**src/rtl/vref_monitor.sv**
```systemverilog
// vref_monitor: powers the 5V reference, qualifies it through the window
// comparators, watches it while in use and latches/counts faults.
module vref_monitor #(
    parameter int DEBOUNCE     = 16,
    parameter int RAMP_TIMEOUT = 1024
) (
    input  logic       clk_i,
    input  logic       rst_n_i,
    input  logic       enable_i,
    input  logic       cmp_lo_i,
    input  logic       cmp_hi_i,
    input  logic       clr_fault_i,
    output logic       ref_en_o,
    output logic       ref_good_o,
    output logic       fault_o,
    output logic [1:0] fault_code_o,
    output logic [7:0] fault_cnt_o,
    output logic [1:0] state_o
);

    localparam int DW = $clog2(DEBOUNCE + 1);
    localparam int TW = (RAMP_TIMEOUT > 1) ? $clog2(RAMP_TIMEOUT) : 1;

    localparam logic [DW-1:0] DEB_MAX  = DW'(DEBOUNCE);
    localparam logic [DW-1:0] DEB_LAST = DW'(DEBOUNCE - 1);
    localparam logic [TW-1:0] TMO_LAST = TW'(RAMP_TIMEOUT - 1);

    localparam logic [1:0] CODE_NONE = 2'b00;
    localparam logic [1:0] CODE_TMO  = 2'b01;
    localparam logic [1:0] CODE_UV   = 2'b10;
    localparam logic [1:0] CODE_OV   = 2'b11;

    typedef enum logic [1:0] {
        IDLE  = 2'b00,
        RAMP  = 2'b01,
        GOOD  = 2'b10,
        FAULT = 2'b11
    } state_t;

    state_t        state_q, state_d;
    logic [DW-1:0] deb_q, deb_d;
    logic [TW-1:0] tmr_q, tmr_d;
    logic [1:0]    code_q, code_d;
    logic [7:0]    fcnt_q, fcnt_d;
    logic          ref_en_q, ref_good_q, fault_q;
    logic          lo_s1_q, lo_s2_q, hi_s1_q, hi_s2_q;
    logic          in_range;

    // Two-flop synchronizers for the asynchronous comparator outputs
    always_ff @(posedge clk_i or negedge rst_n_i) begin
        if (!rst_n_i) begin
            lo_s1_q <= 1'b0;
            lo_s2_q <= 1'b0;
            hi_s1_q <= 1'b0;
            hi_s2_q <= 1'b0;
        end else begin
            lo_s1_q <= cmp_lo_i;
            lo_s2_q <= lo_s1_q;
            hi_s1_q <= cmp_hi_i;
            hi_s2_q <= hi_s1_q;
        end
    end

    assign in_range = lo_s2_q & ~hi_s2_q;

    // Next-state logic: counters default to zero so every state change restarts them.
    // RAMP qualifies on the edge after the DEBOUNCE-th good sample; GOOD faults on
    // the edge of the DEBOUNCE-th bad sample so the code reflects that sample.
    always_comb begin
        state_d = state_q;
        deb_d   = '0;
        tmr_d   = '0;
        code_d  = code_q;
        fcnt_d  = fcnt_q;
        case (state_q)
            IDLE: begin
                if (enable_i) begin
                    state_d = RAMP;
                end
            end
            RAMP: begin
                if (!enable_i) begin
                    state_d = IDLE;
                end else if (deb_q == DEB_MAX) begin
                    state_d = GOOD;
                end else if (tmr_q == TMO_LAST) begin
                    state_d = FAULT;
                    code_d  = CODE_TMO;
                end else begin
                    deb_d = in_range ? deb_q + 1'b1 : '0;
                    tmr_d = tmr_q + 1'b1;
                end
            end
            GOOD: begin
                if (!enable_i) begin
                    state_d = IDLE;
                end else if (!in_range) begin
                    if (deb_q == DEB_LAST) begin
                        state_d = FAULT;
                        code_d  = hi_s2_q ? CODE_OV : CODE_UV;
                    end else begin
                        deb_d = deb_q + 1'b1;
                    end
                end
            end
            FAULT: begin
                if (clr_fault_i) begin
                    state_d = IDLE;
                    code_d  = CODE_NONE;
                end
            end
            default: state_d = IDLE;
        endcase
        if ((state_d == FAULT) && (state_q != FAULT) && (fcnt_q != 8'hFF)) begin
            fcnt_d = fcnt_q + 8'd1;
        end
    end

    // State, counters and registered outputs
    always_ff @(posedge clk_i or negedge rst_n_i) begin
        if (!rst_n_i) begin
            state_q    <= IDLE;
            deb_q      <= '0;
            tmr_q      <= '0;
            code_q     <= CODE_NONE;
            fcnt_q     <= 8'd0;
            ref_en_q   <= 1'b0;
            ref_good_q <= 1'b0;
            fault_q    <= 1'b0;
        end else begin
            state_q    <= state_d;
            deb_q      <= deb_d;
            tmr_q      <= tmr_d;
            code_q     <= code_d;
            fcnt_q     <= fcnt_d;
            ref_en_q   <= (state_d == RAMP) || (state_d == GOOD);
            ref_good_q <= (state_d == GOOD);
            fault_q    <= (state_d == FAULT);
        end
    end

    assign ref_en_o     = ref_en_q;
    assign ref_good_o   = ref_good_q;
    assign fault_o      = fault_q;
    assign fault_code_o = code_q;
    assign fault_cnt_o  = fcnt_q;
    assign state_o      = state_q;

endmodule

```
**config.mk**
```make
export PLATFORM = sky130hd
export DESIGN_NAME = vref_monitor
export DESIGN_NICKNAME = d
export VERILOG_FILES = /design/src/rtl/vref_monitor.sv
export SDC_FILE = /design/constraint.sdc
export NUM_CORES = 1
export LEC_CHECK = 0
export CAP_MARGIN = 20
export CORE_MARGIN = 2
export CORE_UTILIZATION = 45
export DETAILED_ROUTE_END_ITERATION = 7
export GPL_ROUTABILITY_DRIVEN = 0
export GPL_TIMING_DRIVEN = 0
export PLACE_DENSITY_LB_ADDON = 0.05
export SKIP_CTS_REPAIR_TIMING = 1
export SYNTH_ARGS = -nofsm -noshare
export SYNTH_HDL_FRONTEND = slang
export SYNTH_SLANG_ARGS = --single-unit
```
**constraint.sdc**
```tcl
create_clock -name clk_i -period 4.36 [get_ports clk_i]
set_input_delay 1.09 -clock clk_i [delete_from_list [all_inputs] [get_ports clk_i]]
set_output_delay 1.09 -clock clk_i [all_outputs]
set_load 0.03 [all_outputs]
```
==> impl_metrics.yaml <==
power:
  leakage_nw: 0.954
  vdd_ir_drop_max_mv: 0.195
  post-layout-total-power_uw: 740
  p_per_area_nw_per_um2: 358
route:
  drt_first_pass_iters: 4
  postRouteAntennaNets: 0
  detail_route.drc_violations: 0
  vias: 1204
  drt_wl_cell_um: 13.0
  vias_per_cell: 5.17
  drt_iter0_drc: 65
  routed_wirelength_mm: 3.04
sta:
  max-slew-margin-rel: 0.468
  final_max_slew_viol_count: 0
  final.period_utilization: 0.773
  hold-worst-slack_ns: 0.350
  top_achievable_clock_speed_mhz: 297
  final_hold_viol_count: 0
  layout_min_cycle_time_ns: 3.37
  worst_slew_pin_slew_ns: 0.789
  setup-violations-final: 0
  timing.clock.skew_ns: 0.00443
  setup_tns_ns: 0
  grt_setup_unrepaired: "no"
floorplan:
  fp.dieArea_um2: 4330
  io_pins: 21
  die_w_um: 65.8
  row_count: 22
  core_area_um2: 3660
  start_util: 0.470
  die-height_um: 65.8
worst_hold_path:
  worst_hold_path.num_cells: 0
  hold_end: "lo_s2_q"
  hp-class: "flip-flop to flip-flop"
  worst_hold_startpoint: "lo_s1_q"
cells_and_area:
  n_fill_cell: 315
  layout-drive-gt1-share: 0.0865
  diodes: 0
  finalNonFillerCells: 233
  multiInputGateArea_um2: 820
  register_area_um2: 851
  mostFrequentLayoutCell: "dfrtp_1"
  finish.net_count: 202
  area_delta_synth_final_pct: 20.2
  most-common-layout-cells: "34 x dfrtp_1, 19 x nor2_1, 19 x clkdlybuf4s50_1"
worst_setup_path:
  critPathCaptureType: "flip-flop"
  critical_path.top_delay_family: "simple AND/OR/NAND/NOR gates"
  timing.critical_path.mode_cell: "nor3_1"
  reg2reg_setup_slack_ns: 1.35
  critical_path_source_type: "input pin"
  path_buf_inv: 1
  crit_required_ns: 4.56
  crit_fanout: 7
  crit_slowest_cell: "clkdlybuf4s50_1"
  setup.worst_path.class: "input pin to flip-flop"
  timing.rr.start: "deb_q[0]"
  reg2regPathDepth: 10
  delay_contributed_by_the_slowest_stage_of_the_critical_path_ns: 0.60
  worstReg2RegEnd: "fault_cnt_o[6]"
  critPathArrivalTime_ns: 3.57
  critical_path.cell_chain: "clkdlybuf4s50_1, nand2_1, nor3b_1, nor3_1, a211oi_1, ha_1, nor2b_1, o21ai_1, nor3_1, xor2_1"
global_routing:
  met2_usage: 0.274
  grt_overflow: 0
  globalRouteMet1Util: 0.213
  antenna_found_initial: 0
  number_of_global_route_vias_before_repair: 1233
  grt_start_max_net_pins: 35
  top_usage_layer: "met2"
  grt_usage: 0.172
  grt_pass1_wl_mm: 5.51
  groute.layer.met3.usage: 0.0477
logic_synthesis:
  seq_cells_post_synth: 34
  synth-seq-area-share: 0.495
  synth_cell_types: 38
  yosys_warnings: 0
  syn_nets: 175
  mean_area_per_synthesized_cell_um2: 10.9
  synthCells: 157
  synthesis.area_um2: 1720
clocking:
  clkLatencyLatePin_ns: 0.28
  tritoncts_num_sinks: 34
  numCtsBuffers: 5
  cts-root-to-sink-buffers: 2
  clock_tree.root_cell: "clkbuf_8"
  clk_pin_slew_ns: 0.07
  cts_tree: "yes"
  htree_levels: 2
place:
  dp.cells: 225
  port-buffer-count: 20
  place.detailed.hpwl_mm: 2.28
status:
  status: "finished clean"
job:
  maxCapViolCount: 0
[per-layer routing]
metal | vias up | part of all wire
met4 | 0 | 0.019
met2 | 21 | 0.47
met3 | 5 | 0.040
met1 | 583 | 0.47
li1 | 595 | -
met5 | - | 0
[cells in the mapped netlist]
cell,number,area (um2)
xnor2_1,6,52.6
nor4_1,1,6.26
xor2_1,10,87.6
a211oi_1,1,7.51
o2111ai_2,1,15.0
nand3_1,6,30.0
o311ai_0,1,8.76
dfrtp_1,34,851
inv_1,13,48.8
nand4_1,4,25.0
nor3_4,1,16.3
o211ai_1,1,7.51
mux2_4,1,15.0
mux2i_1,1,10.0
o311ai_4,1,26.3
o22ai_1,1,6.26
nor3b_1,1,7.51
nor2_1,19,71.3
nor2b_1,3,18.8
and2_1,2,12.5
or3_1,1,6.26
a21oi_1,4,20.0
o32ai_1,1,8.76
nand4_2,1,12.5
and4_1,1,8.76
mux2_2,1,11.3
o21ai_0,4,20.0
o22a_4,1,17.5
nand2b_1,2,12.5
nor3_1,4,20.0
nand4_4,1,21.3
nand4bb_1,1,11.3
nand2_1,11,41.3
ha_1,12,150
o21ai_1,1,5.00
and4b_1,1,10.0
nor4bb_1,1,10.0
a211o_1,1,8.76
[worst register-to-register path, delay by kind of cell (launching register included)]
kind	cells	cell delay [ns]
XOR/XNOR	1	0.18
adder cells (fa/ha/maj)	2	0.49
flip-flops	1	0.42
AND/OR/NAND/NOR	4	0.90
AO/OA/AOI/OAI	2	0.86
buffers and inverters	1	0.07
[per-stage QoR]
step	area (um2)	utilization	worst slack (ns)
2_1_floorplan	1720	-	1.70
3_3_place_gp	1980	0.541	0.845
3_5_place_dp	1970	0.539	0.744
4_1_cts	2070	0.564	1.01
5_1_grt	2070	0.564	0.793
6_report	2070	0.564	0.991
[worst max path at each step]
stage | startpoint | end | depth (start not counted)
3_3_place_gp | enable_i | fault_cnt_o[6] | 10
2_1_floorplan | clr_fault_i | fault_cnt_o[1] | 8
3_5_place_dp | enable_i | fault_cnt_o[6] | 10
6_report | enable_i | fault_cnt_o[6] | 10
4_1_cts | enable_i | fault_cnt_o[6] | 10
5_1_grt | enable_i | fault_cnt_o[6] | 10
[sequential cells by signal, indices dropped and copies added (netlist names)]
signal        cells
fault_cnt_o       8
deb_q             5
fault_o           1
lo_s2_q           1
fault_code_o      2
hi_s2_q           1
lo_s1_q           1
state_o           2
ref_good_o        1
tmr_q            10
hi_s1_q           1
ref_en_o          1
[logic make-up (layout without fill, tap and decap cells)]
kind of cell    after synthesis  in the layout  synth area share
compound gates               18             18            0.0881
xor+xnor                     16             16            0.0815
fa+ha+maj                    12             12            0.0873
mux                           3              3            0.0211
simple gates                 61             61             0.199
buf+inv                      13             41            0.0284
flops                        34             34             0.495
[power breakdown]
part | total (mW) | switching, mW | internal [mW]
sequential | 0.345 | 0.0130 | 0.332
combinational | 0.157 | 0.0940 | 0.0629
clock | 0.238 | 0.111 | 0.127
[cell type report]
| type | instances | share of cell area |
|---|---|---|
| clock inverter | 1 | 0.00242 |
| timing repair buffer | 20 | 0.0945 |
| clock buffer | 7 | 0.0418 |
| inverter | 13 | 0.0236 |
| multi-input combinational | 110 | 0.397 |
| tap | 48 | 0.0291 |
| sequential | 34 | 0.412 |
(Power assumes the default switching activity.)
